==> src/rtl/decodificador_display_pkg.sv <==
// rtl/decodificador_display_pkg.sv - shared tables for the 4-bit link decoder and hex display
// Contents: encoder/decoder nibble mappings, hex->segment patterns,
// segment bit indices a..g and the blank pattern.
package decodificador_display_pkg;

  // Segment bit positions inside the {g,f,e,d,c,b,a} bus
  localparam int SEG_A = 0;
  localparam int SEG_B = 1;
  localparam int SEG_C = 2;
  localparam int SEG_D = 3;
  localparam int SEG_E = 4;
  localparam int SEG_F = 5;
  localparam int SEG_G = 6;

  // Logical (active-high) blank; output polarity is applied at the top
  localparam logic [6:0] SEG_BLANK = 7'h00;

  // Encoder mapping data -> code, kept here so both ends of the link share one source
  function automatic logic [3:0] encode_nibble(input logic [3:0] data);
    logic [3:0] code;
    case (data)
      4'h0: code = 4'h5;
      4'h1: code = 4'hA;
      4'h2: code = 4'h1;
      4'h3: code = 4'hE;
      4'h4: code = 4'hB;
      4'h5: code = 4'h6;
      4'h6: code = 4'h4;
      4'h7: code = 4'hC;
      4'h8: code = 4'h9;
      4'h9: code = 4'hF;
      4'hA: code = 4'h3;
      4'hB: code = 4'h7;
      4'hC: code = 4'h0;
      4'hD: code = 4'h2;
      4'hE: code = 4'hD;
      default: code = 4'h8;
    endcase
    return code;
  endfunction

  // Exact inverse of encode_nibble: code -> data
  function automatic logic [3:0] decode_nibble(input logic [3:0] code);
    logic [3:0] data;
    case (code)
      4'h0: data = 4'hC;
      4'h1: data = 4'h2;
      4'h2: data = 4'hD;
      4'h3: data = 4'hA;
      4'h4: data = 4'h6;
      4'h5: data = 4'h0;
      4'h6: data = 4'h5;
      4'h7: data = 4'hB;
      4'h8: data = 4'hF;
      4'h9: data = 4'h8;
      4'hA: data = 4'h1;
      4'hB: data = 4'h4;
      4'hC: data = 4'h7;
      4'hD: data = 4'hE;
      4'hE: data = 4'h3;
      default: data = 4'h9;
    endcase
    return data;
  endfunction

  // Hex digit -> active-high {g,f,e,d,c,b,a}
  function automatic logic [6:0] hex_pattern(input logic [3:0] nib);
    logic [6:0] pat;
    case (nib)
      4'h0: pat = 7'h3F;
      4'h1: pat = 7'h06;
      4'h2: pat = 7'h5B;
      4'h3: pat = 7'h4F;
      4'h4: pat = 7'h66;
      4'h5: pat = 7'h6D;
      4'h6: pat = 7'h7D;
      4'h7: pat = 7'h07;
      4'h8: pat = 7'h7F;
      4'h9: pat = 7'h6F;
      4'hA: pat = 7'h77;
      4'hB: pat = 7'h7C;
      4'hC: pat = 7'h39;
      4'hD: pat = 7'h5E;
      4'hE: pat = 7'h79;
      default: pat = 7'h71;
    endcase
    return pat;
  endfunction

endpackage

==> src/rtl/decodificador_display_hex_to_7seg.sv <==
// rtl/decodificador_display_hex_to_7seg.sv - combinational hex digit to 7-segment pattern
// Ports: i_nibble (digit value), i_valid (slot holds data), o_seg (active-high {g..a}, blank when invalid).
module hex_to_7seg
  import decodificador_display_pkg::*;
(
  input  logic [3:0] i_nibble,
  input  logic       i_valid,
  output logic [6:0] o_seg
);

  always_comb begin
    o_seg = SEG_BLANK;
    if (i_valid) begin
      o_seg = hex_pattern(i_nibble);
    end
  end

endmodule

==> src/rtl/decodificador_display.sv <==
// rtl/decodificador_display.sv - link decoder with nibble history and multiplexed hex display
// Ports: clock, reset (sync, active-high), ready + S3..S0 (incoming code),
// A..D + data_valid (decoded nibble, 1-cycle pulse), seg {g..a}, an (one-hot digit enable).
// Build option DECODIFICADOR_SEG_ACTIVE_LOW_EN inverts seg and an for common-anode displays.
module decodificador_display #(
  parameter int DIGITS   = 4,
  parameter int SCAN_DIV = 50000
) (
  input  logic              clock,
  input  logic              reset,
  input  logic              ready,
  input  logic              S3,
  input  logic              S2,
  input  logic              S1,
  input  logic              S0,
  output logic              A,
  output logic              B,
  output logic              C,
  output logic              D,
  output logic              data_valid,
  output logic [6:0]        seg,
  output logic [DIGITS-1:0] an
);
  import decodificador_display_pkg::*;

  localparam int IDX_W = (DIGITS > 1) ? $clog2(DIGITS) : 1;
  localparam int CNT_W = $clog2(SCAN_DIV);
  localparam logic [DIGITS-1:0] AN_SLOT0 = DIGITS'(1);

`ifdef DECODIFICADOR_SEG_ACTIVE_LOW_EN
  localparam logic [6:0]        SEG_POL_MASK = 7'h7F;
  localparam logic [DIGITS-1:0] AN_POL_MASK  = '1;
`else
  localparam logic [6:0]        SEG_POL_MASK = 7'h00;
  localparam logic [DIGITS-1:0] AN_POL_MASK  = '0;
`endif

  logic [3:0]        r_data;
  logic              r_data_valid;
  logic [3:0]        r_slot_val [DIGITS];
  logic [DIGITS-1:0] r_slot_vld;
  logic [CNT_W-1:0]  r_scan_cnt;
  logic [IDX_W-1:0]  r_idx;
  logic [6:0]        r_seg;
  logic [DIGITS-1:0] r_an;

  logic [3:0]        w_code;
  logic [3:0]        w_dec;
  logic              w_cnt_tc;
  logic [IDX_W-1:0]  w_idx_next;
  logic [DIGITS-1:0] w_an_next;
  logic [6:0]        w_seg_next;

  assign w_code = {S3, S2, S1, S0};
  assign w_dec  = decode_nibble(w_code);

  always_comb begin
    w_cnt_tc   = (r_scan_cnt == CNT_W'(SCAN_DIV - 1));
    w_idx_next = r_idx;
    if (w_cnt_tc) begin
      w_idx_next = (r_idx == IDX_W'(DIGITS - 1)) ? '0 : r_idx + 1'b1;
    end
  end

  always_comb begin
    w_an_next = '0;
    for (int k = 0; k < DIGITS; k++) begin
      w_an_next[k] = (w_idx_next == IDX_W'(k));
    end
  end

  // an and seg both come from the upcoming index so they switch together.
  // The slot read here is the pre-shift buffer; a capture on this edge
  // only becomes visible on the following edge.
  hex_to_7seg u_hex_to_7seg (
    .i_nibble (r_slot_val[w_idx_next]),
    .i_valid  (r_slot_vld[w_idx_next]),
    .o_seg    (w_seg_next)
  );

  always_ff @(posedge clock) begin
    if (reset) begin
      r_data       <= '0;
      r_data_valid <= 1'b0;
      r_slot_vld   <= '0;
      for (int k = 0; k < DIGITS; k++) begin
        r_slot_val[k] <= '0;
      end
      r_scan_cnt   <= '0;
      r_idx        <= '0;
      r_seg        <= SEG_BLANK ^ SEG_POL_MASK;
      r_an         <= AN_SLOT0 ^ AN_POL_MASK;
    end else begin
      r_data_valid <= ready;
      if (ready) begin
        r_data <= w_dec;
        for (int k = DIGITS - 1; k > 0; k--) begin
          r_slot_val[k] <= r_slot_val[k-1];
          r_slot_vld[k] <= r_slot_vld[k-1];
        end
        r_slot_val[0] <= w_dec;
        r_slot_vld[0] <= 1'b1;
      end
      r_scan_cnt <= w_cnt_tc ? '0 : r_scan_cnt + 1'b1;
      r_idx      <= w_idx_next;
      r_seg      <= w_seg_next ^ SEG_POL_MASK;
      r_an       <= w_an_next ^ AN_POL_MASK;
    end
  end

  assign {A, B, C, D} = r_data;
  assign data_valid   = r_data_valid;
  assign seg          = r_seg;
  assign an           = r_an;

endmodule

==> config.mk <==
export PLATFORM = sky130hd
export DESIGN_NAME = decodificador_display
export DESIGN_NICKNAME = d
export VERILOG_FILES = /design/src/rtl/decodificador_display_pkg.sv /design/src/rtl/decodificador_display_hex_to_7seg.sv /design/src/rtl/decodificador_display.sv
export SDC_FILE = /design/constraint.sdc
export NUM_CORES = 1
export LEC_CHECK = 0
export CORE_AREA = 2 2 69 77
export DETAILED_ROUTE_END_ITERATION = 8
export DIE_AREA = 0 0 71 79
export PLACE_DENSITY = 0.75
export SYNTH_ARGS = -nofsm -noshare
export SYNTH_HDL_FRONTEND = slang
export SYNTH_HIERARCHICAL = 1
export SYNTH_SLANG_ARGS = --single-unit
export TNS_END_PERCENT = 50
==> constraint.sdc <==
create_clock -name clock -period 3.3 [get_ports clock]
set_input_delay 0.66 -clock clock [delete_from_list [all_inputs] [get_ports clock]]
set_output_delay 0.66 -clock clock [all_outputs]
set_load 0.05 [all_outputs]
==> key figures, run 1 <==
Outcome
  – Status: completed

CTS
  – Clock latency on the worst-skew pair: 0.31 ns
  – Clk buf depth: 2
  – Clock Tree Root: clkbuf_8
  – Clock tree from TritonCTS: done
  – TritonCTS Buffers: 5
  – H-tree Lvls: 2
  – Post-CTS Resized: 0
  – Sink Count: 54
  – CTS clk-pin slew, worst paths: 0.10 ns

Cells and area
  – Commonest cells after routing, fill and taps aside: dfxtp_1, nor2_1, clkdlybuf4s50_1
  – Share of cells above drive strength 1: 14.5%
  – Final nets: 287
  – Most common cell after layout, fill and taps aside: dfxtp_1
  – Antenna Cells: 0
  – Synthesis-to-finish area growth: 16.6%
  – Post-Layout Inst Area: 3020 µm²

Timing
  – Worst-Margin Slew: 0.598 ns
  – Final setup violating endpoints: 0
  – Setup TNS: 0 ns
  – Final Max Slew Viols: 0
  – RSZ-0062 raised after global routing: no
  – Final min period: 3.06 ns
  – Tcrit/Tclk final: 92.7%
  – Clk_skew: 0.00812 ns
  – Max-slew headroom: 60.1%
  – Final hold vios: 0
  – Fmax: 0.327 GHz

Pwr
  – Reg power frac: 52.6%
  – Combinational power share: 14.2%
  – Power Density: 458 nW/µm²
  – Switching share of power: 25.7%
  – Clk pwr share: 33.2%
  – Lkg Pwr: 1.31 nW
  – Sw Pwr: 356 µW
  – Peak VDD IR: 0.000301 V
  – Int Power: 1.03 mW

Synth
  – Yosys warns: 6
  – Post-synth cell types: 45
  – Syn_nets: 257
  – Ys flop type: dfxtp_1
  – Avg Cell Area, Syn: 10.9 µm²
  – EDFF count, synth: 16
  – Synthesized cell area: 2590 µm²
  – Synth async-reset ratio: 0%
  – FF+latch count, synth: 54
  – Cell count after synthesis: 238
  – Post-synthesis sequential area ratio: 48.0%

Detailed routing
  – Post-DR vias/cell: 5.20
  – Antenna Nets Post-Route: 0
  – Via count: 1699
  – Per-cell routed wire length: 12.5 µm
  – DRT Wirelength: 4100 µm
  – DRC: 0
  – First-pass DRT Iterations: 4
  – Initial DRC count: 92

Worst setup path
  – Worst Setup Path Type: reg -> reg
  – Worst EP arrival: 3.31 ns
  – RR Endpoint: seg[0]$_SDFF_PP0_
  – R2r startpoint: r_scan_cnt[0]$_SDFF_PP0_
  – CP required: 3.55 ns
  – Worst Setup EP: seg[0]$_SDFF_PP0_
  – FF-to-FF setup slack: 0.24 ns
  – Critical path peak fanout: 5
  – Worst Setup SP: r_scan_cnt[0]$_SDFF_PP0_
  – Critical Path End Type: flip-flop
  – Startpoint Class: flip-flop
  – R2R cell count: 13

Job
  – Max Cap Violations: 0

Floorplan
  – Rows: 27
  – Die X: 71 µm
  – Starting Density: 52.8%
  – Io pins: 23
  – Die extent in y: 79 µm
  – Core area: 4900 µm²
  – Full die area: 5610 µm²

Global routing
  – First-pass GRT wire length: 7000 µm
  – Largest net degree at the start of global routing: 19
  – Tot GR Track Use: 15.8%
  – Gr ovfl total: 0
  – Initial antenna violation count: 0
  – Vias in the first global route: 1595

Placed design
  – DPL Wire Length: 2930 µm
  – Gpl congestion: 0.786
  – Area post-placement: 2870 µm²
  – PortBufs: 22

Min path
  – Worst Hold Class: reg -> reg
-- layout make-up --
cell class | count | area, µm²
fillers | 401 | 1880
flip-flops and latches | 54 | 1240
multi-input cells | 163 | 1240
repair buffers | 34 | 310
well taps | 58 | 72.6
clock buffers | 5 | 68.8
clock inverters | 3 | 47.5
inverters | 10 | 37.5
-- logic make-up (layout without fill, tap and decap cells) --
logic type      Yosys count  in the layout  share of synthesized area [%]
simple gates             91             91                           20.0
xor+xnor                 14             14                           4.74
mux                      24             24                           10.5
flops                    54             54                           48.0
compound gates           22             22                           6.77
fa+ha+maj                12             12                           5.80
buf+inv                  21             52                           4.16
-- repair_timing --
item	4_1_cts	5_1_grt
setup endpoints to repair	0	5
setup buffers	0	4
hold buffers	0	0
-- Yosys cell counts (2+ instances only) --
| cell type | count | area share [%] |
|---|---|---|
| edfxtp_1 | 16 | 19 |
| nand2_1 | 3 | 0.44 |
| ha_1 | 12 | 5.8 |
| dfxtp_1 | 38 | 29 |
| clkbuf_1 | 5 | 0.73 |
| a21oi_1 | 3 | 0.58 |
| nor3_2 | 4 | 1.5 |
| mux2i_1 | 19 | 7.4 |
| buf_6 | 2 | 0.87 |
| and2_1 | 14 | 3.4 |
| mux2_2 | 2 | 0.87 |
| nor3_1 | 4 | 0.77 |
| a221oi_2 | 2 | 1.2 |
| a211oi_1 | 7 | 2.0 |
| nor2_2 | 2 | 0.48 |
| nor2_1 | 31 | 4.5 |
| and3_1 | 3 | 0.73 |
| a21o_1 | 5 | 1.5 |
| nor2b_1 | 10 | 2.4 |
| nand4_1 | 4 | 0.97 |
| mux2i_4 | 2 | 1.7 |
| and2b_1 | 2 | 0.58 |
| inv_1 | 9 | 1.3 |
| xor2_1 | 8 | 2.7 |
| xnor2_1 | 6 | 2.0 |
| buf_2 | 2 | 0.39 |
| nand3_1 | 5 | 0.97 |
-- registers in the layout, summed over array words and instances, names as in the netlist --
register / cells
r_scan_cnt: 16
r_slot_val: 16
seg: 7
an: 4
r_data: 4
r_slot_vld: 4
r_idx: 2
data_valid: 1
-- routing by layer --
metal	track usage [%]	up-vias	wire length, µm
met4	6.60	0	53
met3	4.19	7	146
met5	0	-	0
met2	26.4	29	1890
met1	19.2	785	2010
li1	-	878	-
-- worst max-delay path: stages, from the launching register on --
cell and delay [ns]:
dfxtp_1 0.39, ha_1 0.19, and3_1 0.28, and4_4 0.31, mux2i_4 0.31, buf_4 0.19
mux2i_1 0.18, mux2i_1 0.11, buf_4 0.16, ha_1 0.25, and2b_1 0.24, nor2_1 0.06
a211oi_2 0.19, nor2b_1 0.13
-- stage by stage --
step | cells | hold WS (ns) | setup slack, ns | power (mW) | utilization [%]
after global routing | 327 | 0.471 | 0.00222 | 1.44 | 61.6
final | 327 | 0.461 | 0.241 | 1.38 | 61.6
after detailed placement | 315 | 0.444 | 0.239 | 0.939 | 58.6
after CTS | 323 | 0.464 | 0.202 | 1.39 | 61.0
after global placement | 315 | 0.441 | 0.296 | 0.935 | 58.6
after floorplan | 238 | 0.430 | 0.351 | 0.882 | -
-- worst min-delay path by stage --
stage                        startpoint  cells past startpoint                       end
3_3_place_gp     r_data[0]$_SDFFE_PP0P_                      1    r_data[0]$_SDFFE_PP0P_
4_1_cts          r_data[2]$_SDFFE_PP0P_                      1    r_data[2]$_SDFFE_PP0P_
2_1_floorplan  r_scan_cnt[0]$_SDFF_PP0_                      1  r_scan_cnt[0]$_SDFF_PP0_
5_1_grt          r_data[2]$_SDFFE_PP0P_                      1    r_data[2]$_SDFFE_PP0P_
3_5_place_dp     r_data[2]$_SDFFE_PP0P_                      1    r_data[2]$_SDFFE_PP0P_
6_report         r_data[2]$_SDFFE_PP0P_                      1    r_data[2]$_SDFFE_PP0P_
-- power by group through the flow --
stage               Combinational (mW)  Clock [mW]  Sequential, mW
finish                           0.197       0.458           0.727
floorplan                        0.109           0           0.773
global placement                 0.194           0           0.741
global route                     0.214       0.492           0.731
detailed placement               0.197           0           0.742
CTS                              0.198       0.470           0.727
Power figures use the tool's default switching activity.
==> run 2: changes to the inputs <==
REMOVE_ABC_BUFFERS = 1   (was default)
==> run 2 against run 1 <==
Effect of this change: sequential power is essentially flat; worst setup slack gained 0.10 ns; clock skew shrank 0.0015 ns; total power shrank 2.8%; sequential share of layout area grew 0.47 points; clock power shrank 7.2%; largest power group unchanged; highest routed layer unchanged.
==> key figures, run 2 (same netlist as run 1, synthesis figures left out) <==
Floorplan
  – Starting Density: 52.8%
  – Rows: 27
  – Io pins: 23
  – Full die area: 5610 µm²
  – Die X: 71 µm
  – Die extent in y: 79 µm
  – Core area: 4900 µm²

Timing
  – Final Max Slew Viols: 0
  – RSZ-0062 raised after global routing: no
  – Final setup violating endpoints: 0
  – Final min period: 2.96 ns
  – Setup TNS: 0 ns
  – Worst-Margin Slew: 0.617 ns
  – Max-slew headroom: 58.8%
  – Hold slack: 0.471 ns
  – Clk_skew: 0.00659 ns
  – Final hold vios: 0
  – Tcrit/Tclk final: 89.6%
  – Fmax: 0.338 GHz
  – Setup WS post-layout: 0.342 ns

Placed design
  – Pre-CTS setup slack: 0.322 ns
  – PortBufs: 22
  – DPL Wire Length: 3080 µm
  – Gpl congestion: 0.742

Detailed routing
  – First-pass DRT Iterations: 4
  – Initial DRC count: 60
  – Post-DR vias/cell: 5.26
  – Antenna Nets Post-Route: 0
  – Via count: 1698
  – DRT Wirelength: 4210 µm
  – Per-cell routed wire length: 13.0 µm
  – DRC: 0

Outcome
  – Status: completed

CTS
  – CTS clk-pin slew, worst paths: 0.10 ns
  – Setup Buffers After CTS: 0
  – Clock latency on the worst-skew pair: 0.31 ns
  – Clock tree from TritonCTS: done
  – H-tree Lvls: 2
  – Clock Tree Root: clkbuf_8
  – Post-CTS Resized: 0
  – TritonCTS Buffers: 5
  – Hold-fix buffers at CTS: 0
  – Clk buf depth: 2
  – Sink Count: 54

Cells and area
  – Synthesis-to-finish area growth: 15.3%
  – Antenna Cells: 0
  – Commonest cells after routing, fill and taps aside: dfxtp_1, nor2_1, clkdlybuf4s50_1
  – Final nets: 283
  – Most common cell after layout, fill and taps aside: dfxtp_1
  – Share of cells above drive strength 1: 13.2%

Worst setup path
  – Critical Path End Type: flip-flop
  – R2R cell count: 12
  – Worst EP arrival: 3.17 ns
  – CP required: 3.51 ns
  – RR Endpoint: seg[3]$_SDFF_PP0_
  – FF-to-FF setup slack: 0.34 ns
  – Worst Setup EP: seg[3]$_SDFF_PP0_
  – Worst Setup Path Type: reg -> reg
  – Startpoint Class: flip-flop
  – R2r startpoint: r_scan_cnt[0]$_SDFF_PP0_
  – Worst Setup SP: r_scan_cnt[0]$_SDFF_PP0_
  – Critical path peak fanout: 14

Pwr
  – Lkg Pwr: 1.29 nW
  – Power Density: 450 nW/µm²
  – Peak VDD IR: 0.000267 V

Global routing
  – Gr ovfl total: 0
  – Initial antenna violation count: 0
  – Tot GR Track Use: 16.5%
  – Vias in the first global route: 1666
  – First-pass GRT wire length: 7370 µm
  – Largest net degree at the start of global routing: 19

Min path
  – Worst Hold Class: reg -> reg

Job
  – Max Cap Violations: 0
run 2: cell types whose count changed in the layout (fill, tap and decap cells not counted), sizes merged:
cell	previous run	this run
buf	12	8
bufinv	1	0
clkbuf	5	6
clkinvlp	0	1
inv	12	11
run 2: cell type report:
type	instances	area (µm²)
fill	401	1920
sequential	54	1240
timing repair buffer	30	280
inverter	10	37.5
clock inverter	2	18.8
clock buffer	6	93.8
multi-input combinational	163	1240
tap	58	72.6
run 2: how the worst min path moves through the flow:
stage	startpoint	end	cells past startpoint
2_1_floorplan	r_scan_cnt[0]$_SDFF_PP0_	r_scan_cnt[0]$_SDFF_PP0_	1
3_3_place_gp	r_data[1]$_SDFFE_PP0P_	r_data[1]$_SDFFE_PP0P_	1
3_5_place_dp	r_data[0]$_SDFFE_PP0P_	r_data[0]$_SDFFE_PP0P_	1
4_1_cts	r_data[0]$_SDFFE_PP0P_	r_data[0]$_SDFFE_PP0P_	1
5_1_grt	r_data[2]$_SDFFE_PP0P_	r_data[2]$_SDFFE_PP0P_	1
6_report	r_data[0]$_SDFFE_PP0P_	r_data[0]$_SDFFE_PP0P_	1
run 2: per-layer routing:
metal	vias up	track usage (%)	wire, µm
met5	-	0	0
li1	868	-	-
met4	0	6.79	61
met1	802	20.0	1950
met3	5	3.05	104
met2	23	28.8	2100
run 2: stage by stage:
step	instances	total power, mW	util (%)	area (µm²)
after detailed placement	315	0.935	58.6	2870
after global placement	315	0.931	58.6	2870
after CTS	323	1.36	60.9	2980
final	323	1.34	60.9	2980
after global routing	323	1.40	60.9	2980
after floorplan	227	0.871	-	2520
run 2: worst max-delay path, cell delays in order, from the launching register on:
cell and delay, ns:
dfxtp_1 0.39, ha_1 0.20, and3_1 0.20, and4_4 0.27
mux2i_4 0.39, buf_4 0.25, mux2i_1 0.22, mux2i_1 0.10
buf_4 0.20, and2b_2 0.23, nor3_1 0.22, nor3_2 0.06
nor2b_1 0.13
run 2: where the power goes:
part	leakage [nW]	switching, mW	internal (mW)
Clock	0.0545	0.224	0.201
Combinational	0.747	0.114	0.0778
Sequential	0.485	0.0143	0.713
